==> src/rtl/alu_seq_pkg.sv <==
`default_nettype none
// ============================================================================
//  Package  : alu_seq_pkg
//  Brief    : Opcode constants and FSM state encoding for alu_cmd_sequencer.
//  Revision : 1.0  initial release
// ============================================================================
package alu_seq_pkg;

  // main_ALU opcodes
  localparam logic [1:0] OP_ADD = 2'b00;
  localparam logic [1:0] OP_AND = 2'b01;
  localparam logic [1:0] OP_XOR = 2'b10;
  localparam logic [1:0] OP_MUL = 2'b11;

  // Sequencer FSM states
  typedef enum logic [2:0] {
    ST_IDLE    = 3'd0,
    ST_ISSUE   = 3'd1,
    ST_WAIT    = 3'd2,
    ST_CAPTURE = 3'd3,
    ST_RESP    = 3'd4
  } state_t;

endpackage
`default_nettype wire

==> src/rtl/alu_cmd_fifo.sv <==
`default_nettype none
// ============================================================================
//  Module   : alu_cmd_fifo
//  Brief    : DEPTH-entry synchronous FIFO holding packed {op, a, b} commands.
//             Head entry is presented combinationally on o_rdata.
//  Revision : 1.0  initial release
// ============================================================================
module alu_cmd_fifo #(
  parameter int DATA_W = 18,
  parameter int DEPTH  = 4
) (
  input  logic                         clock,
  input  logic                         reset_n,
  input  logic                         i_push,
  input  logic                         i_pop,
  input  logic [DATA_W-1:0]            i_wdata,
  output logic [DATA_W-1:0]            o_rdata,
  output logic                         o_full,
  output logic                         o_empty,
  output logic [$clog2(DEPTH+1)-1:0]   o_count
);

  localparam int c_ptr_w = $clog2(DEPTH);
  localparam int c_cnt_w = $clog2(DEPTH+1);
  localparam logic [c_cnt_w-1:0] c_full_cnt = c_cnt_w'(DEPTH);

  logic [DATA_W-1:0]  r_mem [DEPTH];
  logic [c_ptr_w-1:0] r_wr_ptr;
  logic [c_ptr_w-1:0] r_rd_ptr;
  logic [c_cnt_w-1:0] r_count;
  logic               w_do_push;
  logic               w_do_pop;

  // Full/empty derive from the registered count only, so there is no
  // same-cycle bypass when the FIFO is full.
  assign o_full    = (r_count == c_full_cnt);
  assign o_empty   = (r_count == '0);
  assign o_count   = r_count;
  assign o_rdata   = r_mem[r_rd_ptr];
  assign w_do_push = i_push && !o_full;
  assign w_do_pop  = i_pop  && !o_empty;

  // Storage write; contents need no reset since count gates visibility
  always_ff @(posedge clock) begin
    if (w_do_push) begin
      r_mem[r_wr_ptr] <= i_wdata;
    end
  end

  // Pointers wrap naturally because DEPTH is a power of two
  always_ff @(posedge clock or negedge reset_n) begin
    if (!reset_n) begin
      r_wr_ptr <= '0;
      r_rd_ptr <= '0;
      r_count  <= '0;
    end else begin
      if (w_do_push) begin
        r_wr_ptr <= r_wr_ptr + 1'b1;
      end
      if (w_do_pop) begin
        r_rd_ptr <= r_rd_ptr + 1'b1;
      end
      if (w_do_push && !w_do_pop) begin
        r_count <= r_count + 1'b1;
      end else if (w_do_pop && !w_do_push) begin
        r_count <= r_count - 1'b1;
      end
    end
  end

endmodule
`default_nettype wire

==> src/rtl/alu_cmd_sequencer.sv <==
`default_nettype none
// ============================================================================
//  Module   : alu_cmd_sequencer
//  Brief    : Issue stage in front of main_ALU. Queues commands, drives one
//             command at a time with operands held for the op latency, then
//             returns the captured result over a valid/ready port in order.
//  Revision : 1.0  initial release
// ============================================================================
module alu_cmd_sequencer
  import alu_seq_pkg::*;
#(
  parameter int WIDTH    = 8,
  parameter int DEPTH    = 4,
  parameter int ALU_WAIT = 2,
  parameter int MUL_WAIT = 12
) (
  input  logic             clock,
  input  logic             reset_n,
  input  logic             cmd_valid,
  output logic             cmd_ready,
  input  logic [1:0]       cmd_op,
  input  logic [WIDTH-1:0] cmd_a,
  input  logic [WIDTH-1:0] cmd_b,
  output logic [1:0]       alu_opcode,
  output logic [WIDTH-1:0] alu_a,
  output logic [WIDTH-1:0] alu_b,
  input  logic [WIDTH-1:0] alu_y,
  input  logic [WIDTH-1:0] alu_z,
  input  logic             alu_o,
  output logic             rsp_valid,
  input  logic             rsp_ready,
  output logic [1:0]       rsp_op,
  output logic [WIDTH-1:0] rsp_y,
  output logic [WIDTH-1:0] rsp_z,
  output logic             rsp_ovf,
  output logic             busy
);

  localparam int c_data_w = 2 + 2*WIDTH;
  localparam int c_cnt_w  = $clog2(MUL_WAIT+1);
  localparam logic [c_cnt_w-1:0] c_alu_load = c_cnt_w'(ALU_WAIT-2);
  localparam logic [c_cnt_w-1:0] c_mul_load = c_cnt_w'(MUL_WAIT-2);

  state_t                     r_state;
  state_t                     w_state_nxt;
  logic [c_cnt_w-1:0]         r_wait_cnt;
  logic [1:0]                 r_alu_op;
  logic [WIDTH-1:0]           r_alu_a;
  logic [WIDTH-1:0]           r_alu_b;
  logic                       r_rsp_valid;
  logic [1:0]                 r_rsp_op;
  logic [WIDTH-1:0]           r_rsp_y;
  logic [WIDTH-1:0]           r_rsp_z;
  logic                       r_rsp_ovf;

  logic                       w_pop;
  logic                       w_cnt_load;
  logic                       w_capture;
  logic                       w_rsp_clr;
  logic                       w_full;
  logic                       w_empty;
  logic [$clog2(DEPTH+1)-1:0] w_count;
  logic [c_data_w-1:0]        w_head;
  logic [c_cnt_w-1:0]         w_load_val;

  alu_cmd_fifo #(
    .DATA_W (c_data_w),
    .DEPTH  (DEPTH)
  ) u_fifo (
    .clock   (clock),
    .reset_n (reset_n),
    .i_push  (cmd_valid),
    .i_pop   (w_pop),
    .i_wdata ({cmd_op, cmd_a, cmd_b}),
    .o_rdata (w_head),
    .o_full  (w_full),
    .o_empty (w_empty),
    .o_count (w_count)
  );

  assign cmd_ready  = !w_full;
  assign busy       = (r_state != ST_IDLE) || (w_count != '0);
  assign alu_opcode = r_alu_op;
  assign alu_a      = r_alu_a;
  assign alu_b      = r_alu_b;
  assign rsp_valid  = r_rsp_valid;
  assign rsp_op     = r_rsp_op;
  assign rsp_y      = r_rsp_y;
  assign rsp_z      = r_rsp_z;
  assign rsp_ovf    = r_rsp_ovf;

  // Wait-count preload chosen by the operation currently on the ALU
  always_comb begin
    w_load_val = c_alu_load;
    case (r_alu_op)
      OP_ADD, OP_AND, OP_XOR: w_load_val = c_alu_load;
      OP_MUL:                 w_load_val = c_mul_load;
      default:                w_load_val = c_alu_load;
    endcase
  end

  // FSM state register
  always_ff @(posedge clock or negedge reset_n) begin
    if (!reset_n) begin
      r_state <= ST_IDLE;
    end else begin
      r_state <= w_state_nxt;
    end
  end

  // FSM next state and datapath strobes
  always_comb begin
    w_state_nxt = r_state;
    w_pop       = 1'b0;
    w_cnt_load  = 1'b0;
    w_capture   = 1'b0;
    w_rsp_clr   = 1'b0;
    case (r_state)
      ST_IDLE: begin
        if (!w_empty) begin
          w_pop       = 1'b1;
          w_state_nxt = ST_ISSUE;
        end
      end
      ST_ISSUE: begin
        w_cnt_load  = 1'b1;
        w_state_nxt = ST_WAIT;
      end
      ST_WAIT: begin
        if (r_wait_cnt == '0) begin
          w_state_nxt = ST_CAPTURE;
        end
      end
      ST_CAPTURE: begin
        w_capture   = 1'b1;
        w_state_nxt = ST_RESP;
      end
      ST_RESP: begin
        if (rsp_ready) begin
          w_rsp_clr = 1'b1;
          if (!w_empty) begin
            w_pop       = 1'b1;
            w_state_nxt = ST_ISSUE;
          end else begin
            w_state_nxt = ST_IDLE;
          end
        end
      end
      default: begin
        w_state_nxt = ST_IDLE;
      end
    endcase
  end

  // Operand, wait counter and response registers
  always_ff @(posedge clock or negedge reset_n) begin
    if (!reset_n) begin
      r_wait_cnt  <= '0;
      r_alu_op    <= '0;
      r_alu_a     <= '0;
      r_alu_b     <= '0;
      r_rsp_valid <= 1'b0;
      r_rsp_op    <= '0;
      r_rsp_y     <= '0;
      r_rsp_z     <= '0;
      r_rsp_ovf   <= 1'b0;
    end else begin
      // Operands only change on a pop, so they stay put through CAPTURE
      if (w_pop) begin
        r_alu_op <= w_head[c_data_w-1 -: 2];
        r_alu_a  <= w_head[2*WIDTH-1 -: WIDTH];
        r_alu_b  <= w_head[WIDTH-1:0];
      end
      if (w_cnt_load) begin
        r_wait_cnt <= w_load_val;
      end else if ((r_state == ST_WAIT) && (r_wait_cnt != '0)) begin
        r_wait_cnt <= r_wait_cnt - 1'b1;
      end
      // Z and O are only meaningful for MUL and ADD respectively
      if (w_capture) begin
        r_rsp_valid <= 1'b1;
        r_rsp_op    <= r_alu_op;
        r_rsp_y     <= alu_y;
        r_rsp_z     <= (r_alu_op == OP_MUL) ? alu_z : '0;
        r_rsp_ovf   <= (r_alu_op == OP_ADD) ? alu_o : 1'b0;
      end else if (w_rsp_clr) begin
        r_rsp_valid <= 1'b0;
      end
    end
  end

endmodule
`default_nettype wire

==> config.mk <==
export PLATFORM = sky130hd
export DESIGN_NAME = alu_cmd_sequencer
export DESIGN_NICKNAME = d
export VERILOG_FILES = /design/src/rtl/alu_seq_pkg.sv /design/src/rtl/alu_cmd_fifo.sv /design/src/rtl/alu_cmd_sequencer.sv
export SDC_FILE = /design/constraint.sdc
export NUM_CORES = 1
export LEC_CHECK = 0
export ABC_CLOCK_PERIOD_IN_PS = 4100
export BUFFER_PORTS_ARGS = -buffer_cell sky130_fd_sc_hd__buf_2
export CORE_MARGIN = 1
export CORE_UTILIZATION = 60
export DETAILED_ROUTE_END_ITERATION = 16
export GPL_TIMING_DRIVEN = 0
export PLACE_DENSITY = 0.83
export SYNTH_ARGS = -nofsm -noshare
export SYNTH_HDL_FRONTEND = slang
export SYNTH_SLANG_ARGS = --single-unit
==> constraint.sdc <==
create_clock -name clock -period 4.1 [get_ports clock]
set_clock_uncertainty 0.15 [all_clocks]
set_input_delay 0.205 -clock clock [delete_from_list [all_inputs] [get_ports clock]]
set_output_delay 0.205 -clock clock [all_outputs]
set_load 0.02 [all_outputs]
# After elaboration in Yosys (flattened, before gate mapping)
# Memories as Yosys holds them, arrays and structs flattened. A register that Yosys moved wholly into a read port is not among the register bits.
# Index checks and enable logic that the tools add are counted.
# word_totals
reg_bits	34
ramBits	72
word_cells	73
memories	1
# classes
add_sub_neg	5
eq_ne	11
mux	23
reduce_logical	23
# mem_list
name	words	word_bits	read_ports	rd_clocked_by_memory_dff	write_ports	line_no	source
u_fifo.r_mem	4	18	1	1	1	alu_cmd_fifo.sv:27	logic [DATA_W-1:0] r_mem [DEPTH];
# op_table
op	n
3-bit 2-to-1 mux	5
3-bit case mux with 5 select lines	1
1-bit 2-to-1 mux	12
4-bit 2-to-1 mux	2
8-bit 2-to-1 mux	1
4-bit case mux with 2 select lines	1
3-bit by 2-bit == test with 1-bit output (second input constant)	2
3-bit == test (second input constant)	2
3-bit logical NOT	2
2-bit != test (second input constant)	3
2-bit nonzero test	3
3-bit nonzero test	2
1-bit logical AND	5
1-bit logical NOT	5
2-bit by 1-bit adder with 2-bit output (second input constant)	2
2-bit == test (second input constant)	2
4-bit logical NOT	1
4-bit nonzero test	1
4-bit by 1-bit subtractor with 4-bit output (second input constant)	1
3-bit by 1-bit adder with 3-bit output (second input constant)	1
3-bit by 1-bit == test with 1-bit output (second input constant)	1
3-bit AND reduction	1
3-bit OR reduction	1
3-bit by 1-bit subtractor with 3-bit output (second input constant)	1
other kinds (4)	4

# Longest topological paths before layout
# Gate-level depths: netlist of run 1.
# depth
ltp_word	8
ltp_mapped	10
depth_no_buf	8

# Hierarchy
# A second synthesis of run 1 with hierarchy kept.
# hier_totals
hier_cells	280
area_unflattened_um2	4928.5
# modules_own_cells
mod	n_inst	cells_per_inst	area_each_um2	seq_area_each_um2
alu_cmd_fifo	1	130	3015.4	2337.2
alu_cmd_sequencer	1	150	1913.1	1126.1

# Worst setup path before layout of run 1
# OpenSTA, ideal clock, no wires.
# synth_timing
path_kind	register to register
from	reg u_fifo.r_count[0], in the netlist u_fifo.o_count[0]
to	reg u_fifo.r_count[2], in the netlist u_fifo.o_count[2]
setup_time_ns	0.079
t_arrival_ns	2.032
required_ns	3.871
slack_ns	1.839
path_stages_with_launch	10
synth_period_minus_slack_ns	2.261
cell_sequence	dfrtp_1 -> or3_4 -> nand3_2 -> buf_6 -> ha_1 -> inv_1 -> fa_1 -> xor2_1 -> nor2_1 -> xor2_1
# synth_between
elab_chain_len	8
word_cells_on_any_way	18
cone_classes	add/sub (2); eq/ne (1); mux (5); reduce/logical (10)
# synth_lines
item	line_no	source
start: declaration	alu_cmd_fifo.sv:30	logic [c_cnt_w-1:0] r_count;
start signal: assignment	alu_cmd_fifo.sv:64	r_count <= r_count + 1'b1;
start signal: assignment	alu_cmd_fifo.sv:66	r_count <= r_count - 1'b1;
3-bit logical NOT	alu_cmd_fifo.sv:37	assign o_empty = (r_count == '0);
1-bit 2-to-1 mux	alu_cmd_sequencer.sv:120, alu_cmd_sequencer.sv:141	
1-bit 2-to-1 mux	alu_cmd_sequencer.sv:139	if (rsp_ready) begin
1-bit case mux with 2 select lines	alu_cmd_sequencer.sv:118	case (r_state)
1-bit logical AND	alu_cmd_fifo.sv:41	assign w_do_pop = i_pop && !o_empty;
1-bit logical NOT	alu_cmd_fifo.sv:63	if (w_do_push && !w_do_pop) begin
1-bit logical AND	alu_cmd_fifo.sv:63	
3-bit 2-to-1 mux / 2-bit nonzero test (equally long branches)	--	
# Several ways; a longest one is shown, not always the timed one. The select of a mux whose other input is x is not followed.
# A chain may end at the register's enable or synchronous reset.

# Worst setup path after layout of run 1
# Ends and elaborated chain as after synthesis.

==> results.rst, run 1 <==
.. list-table::
   :header-rows: 1

   * - Metric
     - Value
   * - Result of the run
     - finished, final reports clean
   * - Dpl cells
     - 454
   * - Sinks on the clock net
     - 124
   * - Type of the worst min-delay path
     - input port to register
   * - Placeable core area
     - 7810 um2
   * - Number of distinct standard cells referenced by the synthesized netlist
     - 37
   * - Post-detailed-placement half-perimeter wirelength
     - 5300 um
   * - Number of remaining DRC errors
     - 0
   * - Final Slew Violations
     - 0
   * - Initial Util
     - 62.4%
   * - Power density over cell area
     - 832 nW/um2
   * - Buffers from clock root to sink, at most
     - 2
   * - Worst-Skew Late Latency
     - 0.52 ns
   * - Area of the die
     - 8480 um2
   * - Number of buffers inserted to repair setup after CTS
     - 0
   * - Portion of total power attributed to sequential cells
     - 36.6%
   * - Post-placement cell area
     - 5390 um2
   * - Final instance area
     - 6410 um2
   * - Highest net fanout along the worst path
     - 10
   * - Number of buffers created by CTS
     - 17
   * - Number of setup violations in the final report
     - 0
   * - CP Class
     - register to register
   * - Proportion of synthesized chip area in sequential cells
     - 71.1%
   * - Synth Cell Area
     - 4870 um2
   * - Largest net degree at the start of global routing
     - 53
   * - Net Count, Synth
     - 321
   * - Required arrival time at the worst endpoint
     - 4.39 ns
   * - Dominant register cell in the synthesized netlist
     - sky130_fd_sc_hd__edfxtp_1
   * - Crit path capture type
     - register
   * - Startpoint of the most critical hold path
     - cmd_a[0]
   * - Internal portion of total power
     - 3.62 mW
   * - Hold Vio Cnt, Final
     - 0
   * - CTS tree
     - built
   * - Total Neg Setup Slack
     - 0 ns
   * - Worst slew margin relative to its limit
     - 19.6%
   * - Fraction of power spent switching nets
     - 32.2%
   * - Clock transition at path regs
     - 0.06 ns
   * - Detailed-route via count
     - 2923
   * - Layout-stage area growth over the synthesis result
     - 31.6%
   * - Share of flip-flops with an asynchronous set or reset
     - 41.9%
   * - Crit path arrival time
     - 2.77 ns
   * - Max cap viols
     - 0
   * - Peak supply drop
     - 436 uV
   * - Warnings from Yosys
     - 0
   * - Routed Wire Length
     - 10100 um
   * - Final clock period utilization by the worst path
     - 60.4%
   * - RSZ-0062 raised after global routing
     - false
   * - Beginning of the worst register-to-register path
     - u_fifo.o_count[0]
   * - Level count of the clock H-tree
     - 4
   * - Switching pwr
     - 1.72 mW
   * - Worst reg-to-reg path cell count
     - 9
   * - Number of buffers inserted by port buffering
     - 78
   * - Via-per-instance ratio
     - 5.58
   * - Mean instance size in the synthesized netlist
     - 17.8 um2
   * - Total overflow reported by the global router
     - 0
   * - Io pins
     - 79
   * - Most common cell after layout, fill and taps aside
     - sky130_fd_sc_hd__buf_2
   * - Iteration count of the initial detailed-routing pass
     - 4
   * - Endpoint with the worst hold slack
     - u_fifo.r_mem[1][8]
   * - Horizontal die dimension
     - 92.1 um
   * - Gp weighted congestion
     - 0.727
   * - Worst slew pin tran
     - 1.21 ns
   * - Time the final worst path needs with I/O delays and setup
     - 2.48 ns
   * - Capture instance of the worst register-to-register path
     - u_fifo.o_count[2]
   * - Count of flip-flops with a built-in enable after synthesis
     - 72
   * - Post-synthesis instance total
     - 274
   * - Leading cell types in the layout, fill and taps excluded
     - sky130_fd_sc_hd__buf_2 (85), sky130_fd_sc_hd__edfxtp_1 (72), sky130_fd_sc_hd__dfrtp_1 (52)
   * - Detailed router's first-iteration violation count
     - 133
   * - Power share of the combinational group
     - 33.0%
   * - Post-route antenna net violation count
     - 0
   * - Routed length per placed instance
     - 19.3 um
   * - Flip-flop and latch count after synthesis
     - 124
   * - Worst hold path stage count
     - 2
   * - Number of antenna violations at the first check in global routing
     - 0
   * - Fraction of final layout cells with drive strength greater than 1
     - 40.8%
   * - Number of antenna cells inserted
     - 0
   * - Portion of total power attributed to the clock network
     - 30.4%
   * - Max Clock Freq
     - 404 MHz
   * - Layout Cells excl Fill
     - 524
   * - Via count of the first global-routing pass
     - 3087
   * - Root buf cell
     - sky130_fd_sc_hd__clkbuf_8
   * - First-pass GRT wire length
     - 15700 um
   * - Nets
     - 456
   * - Kind of start point of the critical path
     - register
   * - Cell leakage power
     - 2.61 nW
   * - Row count
     - 32
   * - R2R setup slack
     - 1.62 ns
   * - Die H
     - 92.1 um
   * - GRT Util Overall
     - 26.2%
==> cell families (layout without fill, tap and decap cells) <==
| group | after synthesis | after routing | synth area share (%) |
|---|---|---|---|
| fa+ha+maj | 8 | 8 | 2.21 |
| compound gates | 24 | 24 | 3.24 |
| simple gates | 42 | 42 | 4.52 |
| mux | 48 | 48 | 15.3 |
| xor+xnor | 7 | 7 | 1.26 |
| flops | 124 | 124 | 71.1 |
| buf+inv | 21 | 169 | 2.41 |
==> worst max-delay path by stage <==
stage,startpoint,slack (ns),to,depth (start not counted)
2_1_floorplan,u_fifo.o_count[0],1.84,u_fifo.o_count[2],9
3_3_place_gp,u_fifo.o_count[0],1.71,u_fifo.o_count[2],9
3_5_place_dp,u_fifo.o_count[0],1.68,u_fifo.o_count[2],9
4_1_cts,u_fifo.o_count[0],1.60,u_fifo.o_count[2],9
5_1_grt,u_fifo.o_count[0],1.51,u_fifo.o_count[2],9
6_report,u_fifo.o_count[0],1.62,u_fifo.o_count[2],9
==> area by class of cell <==
cell class	instances	area [um2]
clock buffers	18	428
plain buffers	12	83.8
repair buffers	116	771
inverters	9	33.8
well taps	102	128
clock inverters	14	215
multi-input cells	129	1290
flip-flops and latches	124	3460
fillers	379	1400
==> state kept, by name (all words and copies together), names as in the netlist, 3 cells and up <==
| name | cells |
|---|---|
| u_fifo.o_count | 3 |
| alu_a | 8 |
| r_state | 3 |
| r_wait_cnt | 4 |
| rsp_z | 8 |
| u_fifo.r_mem | 72 |
| rsp_y | 8 |
| alu_b | 8 |
==> cells in the mapped netlist, types with 2 or more instances <==
| library cell | number | area [um2] |
|---|---|---|
| sky130_fd_sc_hd__nand3_1 | 3 | 15.0 |
| sky130_fd_sc_hd__dfrtp_1 | 52 | 1300 |
| sky130_fd_sc_hd__and2_1 | 5 | 31.3 |
| sky130_fd_sc_hd__mux2_2 | 30 | 338 |
| sky130_fd_sc_hd__a21oi_1 | 2 | 10.0 |
| sky130_fd_sc_hd__buf_6 | 4 | 45.0 |
| sky130_fd_sc_hd__nor2_1 | 4 | 15.0 |
| sky130_fd_sc_hd__xor2_1 | 2 | 17.5 |
| sky130_fd_sc_hd__xnor2_1 | 5 | 43.8 |
| sky130_fd_sc_hd__inv_1 | 9 | 33.8 |
| sky130_fd_sc_hd__o31ai_1 | 2 | 15.0 |
| sky130_fd_sc_hd__mux4_2 | 18 | 405 |
| sky130_fd_sc_hd__edfxtp_1 | 72 | 2160 |
| sky130_fd_sc_hd__nand2_1 | 20 | 75.1 |
| sky130_fd_sc_hd__o21ai_0 | 12 | 60.1 |
| sky130_fd_sc_hd__buf_2 | 7 | 35.0 |
| sky130_fd_sc_hd__ha_1 | 7 | 87.6 |
==> per-layer routing <==
metal	global-route usage, %	up-vias	wire, um
met2	47.5	111	5670
met3	7.13	17	524
met5	0	-	0
met1	28.7	1493	3740
met4	11.7	0	163
li1	-	1302	-
==> power by group through the flow <==
stage          Clock [mW]  Sequential [mW]  Combinational [mW]
2_1_floorplan           0             2.12                1.05
3_3_place_gp            0             1.93                1.65
3_5_place_dp            0             1.96                1.70
4_1_cts              1.62             1.95                1.77
5_1_grt              1.69             1.99                1.90
6_report             1.62             1.95                1.76
==> repair_timing <==
| item | 4_1_cts | 5_1_grt |
|---|---|---|
| hold buffers | 38 | 0 |
| hold endpoints to repair | 145 | 0 |
| gates resized for setup | 0 | 0 |
==> worst max-delay path: stages (launching register included) <==
cell and delay, ns:
sky130_fd_sc_hd__dfrtp_1 0.44, sky130_fd_sc_hd__or3_4 0.44, sky130_fd_sc_hd__nand3_2 0.10, sky130_fd_sc_hd__buf_6 0.17, sky130_fd_sc_hd__ha_1 0.19, sky130_fd_sc_hd__inv_1 0.06
sky130_fd_sc_hd__fa_1 0.39, sky130_fd_sc_hd__xor2_1 0.17, sky130_fd_sc_hd__nor2_1 0.12, sky130_fd_sc_hd__xor2_1 0.16
==> stage by stage <==
stage / power, mW / hold slack, ns / setup WS [ns] / util [%]
after floorplan: 3.17 / -0.241 / 1.84 / -
after global placement: 3.58 / 0.265 / 1.71 / 69.0
after detailed placement: 3.66 / 0.273 / 1.68 / 69.0
after CTS: 5.34 / 0.263 / 1.60 / 82.1
after global routing: 5.58 / 0.282 / 1.51 / 82.1
final: 5.33 / 0.284 / 1.62 / 82.1
Power figures use the tool's default switching activity.
==> inputs of run 2 (changes only) <==
ABC_AREA = 1   (was default)
ABC_CLOCK_PERIOD_IN_PS = 2300   (was 4100)
CORE_UTILIZATION = 57   (was 60)
PLACE_DENSITY = 0.79   (was 0.83)
clock period = 2.3 ns   (was 4.1 ns; I/O delays follow)
==> results.rst, run 2 <==
.. list-table::
   :header-rows: 1

   * - Metric
     - Value
   * - Warnings from Yosys
     - 0
   * - Clock transition at path regs
     - 0.06 ns
   * - Kind of start point of the critical path
     - register
   * - Result of the run
     - finished, final reports clean
   * - Met1 layer wirelength in the final routing
     - 4630 um
   * - Portion of total power attributed to the clock network
     - 27.5%
   * - CTS tree
     - built
   * - Worst-Skew Late Latency
     - 0.53 ns
   * - Power Total
     - 10.0 mW
   * - Level count of the clock H-tree
     - 4
   * - Leading cell types in the layout, fill and taps excluded
     - sky130_fd_sc_hd__nand2_1 (219), sky130_fd_sc_hd__inv_1 (94), sky130_fd_sc_hd__buf_2 (83)
   * - Largest net degree at the start of global routing
     - 53
   * - Final instance area
     - 7080 um2
   * - Number of remaining DRC errors
     - 0
   * - CP Class
     - register to register
   * - Sinks on the clock net
     - 124
   * - Mean instance size in the synthesized netlist
     - 9.70 um2
   * - Io pins
     - 79
   * - Most frequent CP cell
     - sky130_fd_sc_hd__inv_1
   * - Largest register FFs
     - 72
   * - RSZ-0062 raised after global routing
     - false
   * - Required arrival time at the worst endpoint
     - 2.60 ns
   * - Routed length per placed instance
     - 14.5 um
   * - Highest signal layer in the routed design
     - met4
   * - Hold Vio Cnt, Final
     - 0
   * - Xor and xnor area share after synthesis
     - 0.806%
   * - Peak supply drop
     - 836 uV
   * - Number of setup violations in the final report
     - 0
   * - Crit path capture type
     - register
   * - Worst slew margin relative to its limit
     - 19.2%
   * - Routed Wire Length
     - 12200 um
   * - Die H
     - 99.6 um
   * - Row count
     - 35
   * - Via-per-instance ratio
     - 5.01
   * - GRT Util Overall
     - 26.9%
   * - Time the final worst path needs with I/O delays and setup
     - 2.13 ns
   * - Detailed-route via count
     - 4211
   * - Via count of the first global-routing pass
     - 4348
   * - Yosys top cell area share
     - 39.8%
   * - Fraction of final layout cells with drive strength greater than 1
     - 21.6%
   * - Largest stage delay, worst path
     - 0.42 ns
   * - Share of flip-flops with an asynchronous set or reset
     - 41.9%
   * - Max Clock Freq
     - 470 MHz
   * - Dominant register cell in the synthesized netlist
     - sky130_fd_sc_hd__edfxtp_1
   * - Number of buffers created by CTS
     - 17
   * - Count of flip-flops with a built-in enable after synthesis
     - 72
   * - Most common cell after layout, fill and taps aside
     - sky130_fd_sc_hd__nand2_1
   * - Sum of met2 wire segment lengths after detailed routing
     - 6300 um
   * - Hold slack final
     - 0.169 ns
   * - Internal portion of total power
     - 6.17 mW
   * - Detailed router's first-iteration violation count
     - 285
   * - Number of antenna violations at the first check in global routing
     - 0
   * - Cell with the largest stage delay on the worst path
     - sky130_fd_sc_hd__dfrtp_1
   * - Horizontal die dimension
     - 99.6 um
   * - Fill cell count
     - 568
   * - First-pass GRT wire length
     - 19600 um
   * - Proportion of synthesized chip area in sequential cells
     - 63.7%
   * - Number of buffers inserted by port buffering
     - 78
   * - Layout-stage area growth over the synthesis result
     - 30.3%
   * - Root buf cell
     - sky130_fd_sc_hd__clkbuf_8
   * - Highest net fanout along the worst path
     - 10
   * - Synth Cell Area
     - 5430 um2
   * - Max cap viols
     - 0
   * - Power density over cell area
     - 1410 nW/um2
   * - Flip-flop and latch count after synthesis
     - 124
   * - Worst slew pin tran
     - 1.21 ns
   * - Crit path arrival time
     - 2.43 ns
   * - Post-route antenna net violation count
     - 0
   * - Nets
     - 746
   * - Switching pwr
     - 3.84 mW
   * - Gp weighted congestion
     - 0.789
   * - Share of synthesized cell area in and, or, nand and nor gates
     - 22.0%
   * - Initial Util
     - 58.8%
   * - Routed wl met3
     - 963 um
   * - Final standard cell utilization of the core
     - 76.6%
   * - Post-synthesis instance total
     - 560
   * - Post-detailed-placement half-perimeter wirelength
     - 7270 um
   * - Total overflow reported by the global router
     - 0
   * - Area of the die
     - 9930 um2
   * - Post-synthesis compound-gate area fraction
     - 2.23%
   * - Largest Register
     - u_fifo.r_mem
   * - Final Slew Violations
     - 0
   * - Post-synth top area cell
     - sky130_fd_sc_hd__edfxtp_1
   * - Post-placement cell area
     - 6080 um2
   * - Power share of the combinational group
     - 38.0%
   * - Post-synthesis adder-cell area fraction
     - 1.98%
   * - Net Count, Synth
     - 607
   * - Multiplexer share of the synthesized area
     - 0%
   * - Placeable core area
     - 9240 um2
   * - Fraction of power spent switching nets
     - 38.4%
   * - Leading post-synthesis cells by cell area
     - sky130_fd_sc_hd__edfxtp_1 (40%), sky130_fd_sc_hd__dfrtp_1 (24%), sky130_fd_sc_hd__nand2_1 (15%)
   * - Buffers from clock root to sink, at most
     - 2
   * - Iteration count of the initial detailed-routing pass
     - 7
   * - Final clock period utilization by the worst path
     - 92.6%
   * - Number of antenna cells inserted
     - 0
   * - Type of the worst min-delay path
     - input port to register
   * - Number of distinct standard cells referenced by the synthesized netlist
     - 26
   * - Cell leakage power
     - 3.53 nW
   * - Number of buffers inserted to repair setup after CTS
     - 0
   * - Most frequent cells after synthesis
     - sky130_fd_sc_hd__nand2_1 (220), sky130_fd_sc_hd__inv_1 (94), sky130_fd_sc_hd__edfxtp_1 (72)
   * - Largest family of logic cells by synthesized area
     - simple AND/OR/NAND/NOR gates
   * - Cells along the critical path
     - inv_1 > nand3_2 > nand3b_4 > buf_6 > ha_1 > inv_1 > fa_1 > inv_1 > a21oi_1 > nand2_1 > xor2_1
   * - Portion of total power attributed to sequential cells
     - 34.6%
   * - Most common cell in the synthesized netlist
     - sky130_fd_sc_hd__nand2_1
run 2: cell types whose count changed in the layout (fill, tap and decap cells not counted), sizes merged, moves of 11 or more:
| cell | delta |
|---|---|
| mux2 | -30 |
| nand2 | +201 |
| mux4 | -18 |
| nor2 | +11 |
| nand3 | +47 |
| inv | +90 |
run 2: what timing repair did:
action,in CTS,in global routing
hold buffers,38,0
resized for setup,0,4
endpoints found under the hold margin,146,0
setup endpoints to repair,0,2
run 2: final timing paths:
check / start / end / slack, ns / depth (start not counted)
setup / recovery: u_fifo.o_count[1] / u_fifo.o_count[2] / 0.17 / 11
hold / removal: alu_y[4] / rsp_y[4] / 0.17 / 4
setup reg to reg: u_fifo.o_count[1] / u_fifo.o_count[2] / 0.17 / 11
hold reg to reg: alu_a[0] / alu_a[0] / 0.33 / 2
max in group asynchronous: reset_n / u_fifo.o_count[0] / 0.94 / 2
min in group asynchronous: reset_n / rsp_y[0] / 0.26 / 2
run 2: stage by stage:
| stage | std cells | TNS, ns | setup slack, ns |
|---|---|---|---|
| 4_1_cts | 841 | 0 | 0.130 |
| 3_5_place_dp | 771 | 0 | 0.162 |
| 2_1_floorplan | 560 | 0 | 0.103 |
| 5_1_grt | 841 | 0 | 0.0163 |
| 6_report | 841 | 0 | 0.171 |
| 3_3_place_gp | 767 | -29.53 | -0.418 |
run 2: critical path, delay by kind of cell (launching register included):
family | cells | cell delay (ns)
buffers and inverters | 4 | 0.40
AND/OR/NAND/NOR | 3 | 0.34
flip-flops | 1 | 0.42
adder cells (fa/ha/maj) | 2 | 0.54
AO/OA/AOI/OAI | 1 | 0.05
XOR/XNOR | 1 | 0.14
run 2: area by class of cell:
class | count | area (um2) | area share [%]
Sequential cell | 124 | 3470 | 49.0
Multi-Input combinational cell | 319 | 1490 | 21.0
Timing Repair Buffer | 120 | 856 | 12.1
Clock buffer | 18 | 418 | 5.90
Inverter | 100 | 375 | 5.30
Clock inverter | 14 | 191 | 2.70
Tap cell | 129 | 161 | 2.28
Buffer | 17 | 126 | 1.79
run 2: per-layer routing:
metal / vias up / global-route usage [%]
met5: - / 0
met4: 0 / 11.7
met3: 37 / 8.50
met2: 201 / 49.2
met1: 1958 / 28.4
li1: 2015 / -
run 2: power by group through the flow:
stage / registers, mW / clock network (mW) / logic (mW)
3_3_place_gp: 3.45 / 0 / 3.43
5_1_grt: 3.52 / 2.88 / 4.23
2_1_floorplan: 3.82 / 0 / 2.15
6_report: 3.46 / 2.75 / 3.80
3_5_place_dp: 3.47 / 0 / 3.68
4_1_cts: 3.44 / 2.77 / 3.78
run 2: cells by family after synthesis:
logic type	count (synthesis)
AO/OA/AOI/OAI	16
XOR/XNOR	5
adder cells (fa/ha/maj)	8
buffers and inverters	117
flip-flops	124
AND/OR/NAND/NOR	290
